<file path="src/rtl/ripple_count_monitor_if.sv">
// Bundle of the counter input, snapshot handshake and status outputs of
// ripple_count_monitor. EXT_W must match the EXT_W of the attached monitor.
interface ripple_count_monitor_if #(
    parameter int EXT_W = 16
);
    logic [3:0]       cnt_in;
    logic             snap_req;
    logic             out_ready;
    logic [3:0]       stable_cnt;
    logic [EXT_W-1:0] ext_count;
    logic             wrap_pulse;
    logic             err_skip;
    logic             snap_valid;
    logic [EXT_W-1:0] snap_data;
    logic             snap_overrun;

    modport master (
        output cnt_in, snap_req, out_ready,
        input  stable_cnt, ext_count, wrap_pulse, err_skip,
               snap_valid, snap_data, snap_overrun
    );

    modport slave (
        input  cnt_in, snap_req, out_ready,
        output stable_cnt, ext_count, wrap_pulse, err_skip,
               snap_valid, snap_data, snap_overrun
    );
endinterface

</file>
<file path="src/rtl/ripple_count_monitor.sv">
// Monitor for an asynchronous 4-bit ripple counter: synchronizes the raw bits,
// waits until a code has been seen STABLE_CYCLES times in a row before
// accepting it, extends the count to EXT_W bits, flags wraps and skipped codes,
// and offers a held valid/ready snapshot of the extended count.
module ripple_count_monitor #(
    parameter int SYNC_STAGES   = 2,
    parameter int STABLE_CYCLES = 2,
    parameter int EXT_W         = 16
) (
    input logic                   clk,
    input logic                   reset,
    ripple_count_monitor_if.slave bus
);
    localparam int              RUN_W   = $clog2(STABLE_CYCLES + 1);
    localparam logic [RUN_W-1:0] RUN_MAX = RUN_W'(STABLE_CYCLES);
    localparam int              CHAIN_W = SYNC_STAGES * 4;

    typedef enum logic {IDLE, HOLD} snap_state_t;

    // Run length of identical samples, including the current one; saturates.
    function automatic logic [RUN_W-1:0] run_sat_inc(input logic [RUN_W-1:0] run_cur);
        if (run_cur == RUN_MAX) begin
            return RUN_MAX;
        end
        return run_cur + RUN_W'(1);
    endfunction

    logic [CHAIN_W-1:0] sync_chain;
    logic [3:0]         s;
    logic [3:0]         cand;
    logic [RUN_W-1:0]   run;
    logic [RUN_W-1:0]   run_next;
    logic               accept;
    logic [3:0]         delta;

    logic [3:0]         stable_cnt;
    logic [EXT_W-1:0]   ext_count;
    logic               wrap_pulse;
    logic               err_skip;

    snap_state_t        state;
    logic               snap_valid;
    logic [EXT_W-1:0]   snap_data;
    logic               snap_overrun;

    assign s = sync_chain[CHAIN_W-1 -: 4];

    // Per-bit synchronizer chain; newest sample enters the low nibble.
    always_ff @(posedge clk) begin
        if (reset) begin
            sync_chain <= '0;
        end else begin
            sync_chain <= {sync_chain[CHAIN_W-5:0], bus.cnt_in};
        end
    end

    // Acceptance decision: the run length after this sample reaching
    // STABLE_CYCLES is what gives the SYNC_STAGES+STABLE_CYCLES edge latency.
    always_comb begin
        run_next = RUN_W'(1);
        if (s == cand) begin
            run_next = run_sat_inc(run);
        end
        accept = (run_next == RUN_MAX) && (s != stable_cnt);
        delta  = s - stable_cnt;
    end

    // Stability filter state and the accepted-count / extended-count update.
    always_ff @(posedge clk) begin
        if (reset) begin
            cand       <= '0;
            run        <= '0;
            stable_cnt <= '0;
            ext_count  <= '0;
            wrap_pulse <= 1'b0;
            err_skip   <= 1'b0;
        end else begin
            cand       <= s;
            run        <= run_next;
            wrap_pulse <= 1'b0;
            err_skip   <= 1'b0;
            if (accept) begin
                stable_cnt <= s;
                ext_count  <= ext_count + {{(EXT_W-4){1'b0}}, delta};
                wrap_pulse <= (s < stable_cnt);
                err_skip   <= (delta > 4'd1);
            end
        end
    end

    // Snapshot FSM: capture in IDLE, hold until out_ready, flag requests
    // that arrive while a snapshot is still held.
    always_ff @(posedge clk) begin
        if (reset) begin
            state        <= IDLE;
            snap_valid   <= 1'b0;
            snap_data    <= '0;
            snap_overrun <= 1'b0;
        end else begin
            case (state)
                IDLE: begin
                    if (bus.snap_req) begin
                        snap_data  <= ext_count;
                        snap_valid <= 1'b1;
                        state      <= HOLD;
                    end
                end
                HOLD: begin
                    if (bus.snap_req) begin
                        snap_overrun <= 1'b1;
                    end
                    if (snap_valid && bus.out_ready) begin
                        snap_valid <= 1'b0;
                        state      <= IDLE;
                    end
                end
                default: begin
                    state      <= IDLE;
                    snap_valid <= 1'b0;
                end
            endcase
        end
    end

    assign bus.stable_cnt   = stable_cnt;
    assign bus.ext_count    = ext_count;
    assign bus.wrap_pulse   = wrap_pulse;
    assign bus.err_skip     = err_skip;
    assign bus.snap_valid   = snap_valid;
    assign bus.snap_data    = snap_data;
    assign bus.snap_overrun = snap_overrun;
endmodule

</file>
<file path="src/flat_wrapper.sv">
// flat-port wrapper written by rule: the top's interface ports become plain ports
module ripple_count_monitor_flat 
#(
    parameter int SYNC_STAGES   = 2,
    parameter int STABLE_CYCLES = 2,
    parameter int EXT_W         = 16
)
  (clk, reset, bus_cnt_in, bus_snap_req, bus_out_ready, bus_stable_cnt, bus_ext_count, bus_wrap_pulse, bus_err_skip, bus_snap_valid, bus_snap_data, bus_snap_overrun);
  ripple_count_monitor_if #(.EXT_W(EXT_W)) bus_i ();
  input logic clk;
  input logic reset;
  input wire logic [$bits(bus_i.cnt_in)-1:0] bus_cnt_in;
  input wire logic [$bits(bus_i.snap_req)-1:0] bus_snap_req;
  input wire logic [$bits(bus_i.out_ready)-1:0] bus_out_ready;
  output wire logic [$bits(bus_i.stable_cnt)-1:0] bus_stable_cnt;
  output wire logic [$bits(bus_i.ext_count)-1:0] bus_ext_count;
  output wire logic [$bits(bus_i.wrap_pulse)-1:0] bus_wrap_pulse;
  output wire logic [$bits(bus_i.err_skip)-1:0] bus_err_skip;
  output wire logic [$bits(bus_i.snap_valid)-1:0] bus_snap_valid;
  output wire logic [$bits(bus_i.snap_data)-1:0] bus_snap_data;
  output wire logic [$bits(bus_i.snap_overrun)-1:0] bus_snap_overrun;
  assign bus_i.cnt_in = bus_cnt_in;
  assign bus_i.snap_req = bus_snap_req;
  assign bus_i.out_ready = bus_out_ready;
  assign bus_stable_cnt = bus_i.stable_cnt;
  assign bus_ext_count = bus_i.ext_count;
  assign bus_wrap_pulse = bus_i.wrap_pulse;
  assign bus_err_skip = bus_i.err_skip;
  assign bus_snap_valid = bus_i.snap_valid;
  assign bus_snap_data = bus_i.snap_data;
  assign bus_snap_overrun = bus_i.snap_overrun;
  ripple_count_monitor #(.SYNC_STAGES(SYNC_STAGES), .STABLE_CYCLES(STABLE_CYCLES), .EXT_W(EXT_W)) u_core (.clk(clk), .reset(reset), .bus(bus_i));
endmodule
</file>
<file path="config.mk">
export PLATFORM = sky130hd
export DESIGN_NAME = ripple_count_monitor_flat
export DESIGN_NICKNAME = d
export VERILOG_FILES = /design/src/rtl/ripple_count_monitor_if.sv /design/src/rtl/ripple_count_monitor.sv /design/src/flat_wrapper.sv
export SDC_FILE = /design/constraint.sdc
export NUM_CORES = 1
export LEC_CHECK = 0
export CAP_MARGIN = 15
export CORE_ASPECT_RATIO = 0.9
export CORE_MARGIN = 10
export CORE_UTILIZATION = 38
export DETAILED_ROUTE_END_ITERATION = 8
export HOLD_SLACK_MARGIN = 0.05
export PLACE_DENSITY_LB_ADDON = 0.25
export SLEW_MARGIN = 15
export SYNTH_ARGS = -nofsm -noshare
export SYNTH_HDL_FRONTEND = slang
export SYNTH_SLANG_ARGS = --single-unit
</file>
<file path="constraint.sdc">
create_clock -name clk -period 3.45 [get_ports clk]
set_input_delay 0.8625 -clock clk [delete_from_list [all_inputs] [get_ports clk]]
set_output_delay 0.8625 -clock clk [all_outputs]
set_load 0.005 [all_outputs]
</file>
Yosys cells after proc, flatten, opt, wreduce, memory -nomap -nowiden --
Cells that the tools add are included.
Word-level totals: bits in registers 55, input port bits 8
Cells by class: $add $sub $neg 3, $lt $le $gt $ge 2, eq/ne operators 6, muxes and demuxes 11, bitwise logic cells 2, reduce and logical (&&, ||, !) cells 6
Operators by type and width (count):
- $add A16 B4 Y16 | 1
- $mux W1 | 6
- $mux W2 | 3
- $reduce_and A2 Y1 | 3
- $eq A2 B2 Y1 const B | 2
- $eq A4 B4 Y1 | 1
- $gt A4 B1 Y1 const B | 1
- $lt A4 B4 Y1 | 1
- $ne A2 B2 Y1 const B | 2
- $ne A4 B4 Y1 | 1
- $pmux W1 S2 | 2
- $sub A4 B4 Y4 | 1
- $add A2 B1 Y2 const B | 1
- $logic_and A1 B1 Y1 | 2
- $not A1 Y1 | 2
- $reduce_or A2 Y1 | 1

Depth between registers and ports, before layout --
depth in word-level cells 9, mapped depth 12

Worst setup path after synthesis --
No wires, ideal clock.
path kind register -> register, start point reg u_core.stable_cnt[1] (netlist: u_core.bus.stable_cnt[1]), end point reg u_core.ext_count[15] (netlist: u_core.bus.ext_count[15]), setup time 0.123 ns, arrival 2.459 ns, path slack 0.867 ns, cell stages (with the launch flop) 11, buffers on the path 0, clock period less this slack 2.583 ns, cell sequence dfxtp_1 inv_1 ha_1 a21o_1 a21oi_1 xnor2_1 ha_1 a41o_1 a21oi_2 nor4_2 mux2_1
Between the ends: longest elaborated chain between the ends 2, elaborated cells between the ends (all ways) 4, those cells by class add/sub (2); eq/ne (1); reduce/logical (1)
RTL lines:
- start: declaration | RTL line ripple_count_monitor.sv:36 | logic [3:0] stable_cnt;
- start signal: assignment | RTL line ripple_count_monitor.sv:83 | stable_cnt <= s;
- $sub A4 B4 Y4 or $ne A4 B4 Y1 (tied branches) | RTL line ripple_count_monitor.sv:65, ripple_count_monitor.sv:64
- $add A16 B4 Y16 or $logic_and A1 B1 Y1 (tied branches) | RTL line ripple_count_monitor.sv:84, ripple_count_monitor.sv:64
- end signal: assignment | RTL line ripple_count_monitor.sv:84 | ext_count <= ext_count + {{(EXT_W-4){1'b0}}, delta};
- end: declaration | RTL line ripple_count_monitor.sv:37 | logic [EXT_W-1:0] ext_count;
Several ways; a longest one is shown, not always the timed one. A chain may end at the register's enable or synchronous reset.

Final worst setup path --
start point reg u_core.sync_chain[5], end point reg u_core.ext_count[5] (netlist: u_core.bus.ext_count[5])
Between the ends: longest elaborated chain between the ends 4, elaborated cells between the ends (all ways) 7, those cells by class add/sub (2); eq/ne (3); mux (1); reduce/logical (1)
RTL lines:
- start: declaration | RTL line ripple_count_monitor.sv:28 | logic [CHAIN_W-1:0] sync_chain;
- start signal: assignment | RTL line ripple_count_monitor.sv:53 | sync_chain <= {sync_chain[CHAIN_W-5:0], bus.cnt_in};
- branches (longest 4 deep; another with $add A16 B4 Y16)
Several ways; the timed one is not identified.

==> metrics <==
status=finished, final reports clean; reg2reg start=u_core.sync_chain[5]; # DRC=0; max-slew violations=0; Core ar.=6115 sq um; GP Congestion=0.8086; R2R Setup Slk=690 ps; I/O Buffers=47; Hold Crit Class=register to register; TritonRoute pass-1 iters=6; multi-input logic area=1189 sq um; Reg clk slew, reported paths=100 ps; Wirelength per Cell=12.85 microns; Worst Tran Pin Value=669.7 ps; RSZ-0062 raised after global routing=no; Syn Nets=285; post-synthesis adder-cell area fraction=6.907%; clock sink count=55; vias in the first global route=1816; maximum VDD drop=0.1441 mV; most frequent cells in the layout=dfxtp_1 (55), nand2_1 (52), clkdlybuf4s50_1 (46), a21oi_1 (31), nor2_1 (21); CTS max path bufs=2; worst slack, placed=695.8 ps; Syn Area/Cell=9.023 sq um; cts hold-fix bufs=0; setup_tns=0 ps; Post-synth EDFFs=0; total grt overflow=0; sequential-to-total area share from yosys stat=46.05%; CTS Buf Count=5; CTS tree=built; worst skew pair latency=310 ps; top_reg_cell synth=dfxtp_1; Slew HR=55.02%; final setup vio count=0; fillers=582; Final HPWL DP=3.819 mm; share of cells above drive strength 1=6.472%; # Max-Cap Violations=0; area added between synthesis and finish=25.48%; fin nets=328; Distinct cells, synth=37; setup bufs post-CTS=0; post-CTS resize count=0; Compound-Gate Fraction of Synth Area=10.78%; DRT Wirelength=5.087 mm; die width=103.6 microns; CP Class=register to register; critical path data arrival time=2940 ps; DRT iter0 DRCs=63; # IOs=48; leakage=0.001078 uW; skew final=10.71 ps; Sequential Area=1101 sq um; top cells by area, synth=dfxtp_1 (46%), nand2_1 (8.2%), a21oi_1 (6.5%); Die Y=95.26 microns; Yosys top cell area share=46.05%; PwrDens=374.2 nW/um^2; Synthesis Warnings=0; area leader, netlist=dfxtp_1; antenna violations before repair=0; Critical Path End Type=register; Worst Hold Launch=u_core.sync_chain[3]; Worst Setup Start Kind=register; Die Area=9870 sq um; critical path required time=3630 ps; Yosys reg bits=55; first-pass GRT wire length=8.597 mm; Post-Synthesis Cell Area=2391 sq um; cell row count=27; Via Count=1864; Tot GR Track Use=10.37%; Cells after Synth=265; clock root buffer=clkbuf_8; largest family of logic cells by synthesized area=simple AND/OR/NAND/NOR gates; post-layout min period=2756 ps; Hold Vio Cnt, Final=0; xor/xnor share of the synthesized area=6.593%; highest clock rate=362.9 MHz; Post-DRT Antenna Nets=0; H-tree levels=2; Post-synth ARST share=0%; Avg Vias per Cell=4.707; Synth Area in Simple Gates=24.96%; most common cell after layout, fill and taps aside=dfxtp_1; crit-path max FO=7; largest net degree at the start of global routing=35; crit path setup slack, layout=694.3 ps; Initial Util=39.10%; CP Launch Point=u_core.sync_chain[5]; Tcrit/Tclk final=79.88%; n_diodes=0; mux cell area share after synthesis=0.4710%
==> path summary, 6_finish.rpt <==
| check | endpoint | cells after the start |
|---|---|---|
| min reg2reg | u_core.sync_chain[7] | 1 |
| max reg2reg | u_core.bus.ext_count[5] | 10 |
| max | u_core.bus.ext_count[5] | 10 |
| min | u_core.sync_chain[7] | 1 |
==> critical path, cell delays in order, from the launching register on <==
cell and delay, ps:
dfxtp_1 460, ha_1 290, a21o_1 180, a21oi_1 170, xnor2_1 160, ha_1 330
a41o_1 260, a21oi_2 380, nand4b_1 200, xor2_1 160, nor2_1 50
==> where the power goes <==
| part | leakage, uW | internal [uW] | switching (uW) |
|---|---|---|---|
| logic | 0.000584 | 45.9 | 63.9 |
| registers | 0.000446 | 648 | 8.55 |
| clock network | 0.0000483 | 144 | 213 |
| total | 0.00108 | 837 | 286 |
==> synth_stat cells (2+ instances only) <==
cell and number:
dfxtp_1 55, nand2_1 52, a21oi_1 31, nor2_1 21, nor2b_1 14, xor2_1 12
ha_1 10, clkbuf_1 9, inv_1 9, nand3_1 6, xnor2_1 6, nand4_1 5
a21o_1 3, a211oi_1 2, and4_1 2, buf_6 2, fa_1 2, nand2b_1 2
nand4b_1 2, nor4b_2 2, or2_1 2
==> metrics by stage <==
stage / std cells / total power (uW) / hold slack, ps / area (sq um) / utilization (%)
after CTS: 396 / 1133 / 453.3 / 3000 / 49.07
after global routing: 396 / 1173 / 461.8 / 3000 / 49.07
after global placement: 388 / 780.7 / 416.8 / 2913 / 47.64
after floorplan: 265 / 752.7 / 413.8 / 2391 / -
after detailed placement: 388 / 782.2 / 428.6 / 2913 / 47.64
final: 396 / 1123 / 446.9 / 3000 / 49.07
==> state kept, by name, indices dropped and copies added, names as in the netlist <==
name	cells
u_core.run	2
u_core.bus.ext_count	16
u_core.bus.stable_cnt	4
u_core.bus.wrap_pulse	1
u_core.cand	4
u_core.bus.err_skip	1
u_core.bus.snap_valid	1
u_core.state	1
u_core.bus.snap_data	16
u_core.bus.snap_overrun	1
u_core.sync_chain	8
==> per-layer routing <==
layer,GRT usage [%],vias up,wire [microns]
li1,-,964,-
met1,11.90,856,2389
met2,17.56,38,2347
met3,3.439,6,280
met4,4.460,0,71
met5,0,-,0
==> cell families (layout without fill, tap and decap cells) <==
kind of cell	count (synthesis)	after routing
compound gates	42	42
xor+xnor	18	18
fa+ha+maj	12	12
buf+inv	22	66
flops	55	55
mux	1	1
simple gates	115	115
==> cell type report <==
cell class,instances,area share (%)
Clock buffer,5,2.294
Clock inverter,3,0.6255
Inverter,9,1.126
Multi-Input combinational cell,188,39.62
Sequential cell,55,36.70
Tap cell,87,3.628
Timing Repair Buffer,49,16.01
No activity file was read; power rests on OpenSTA's default activity.
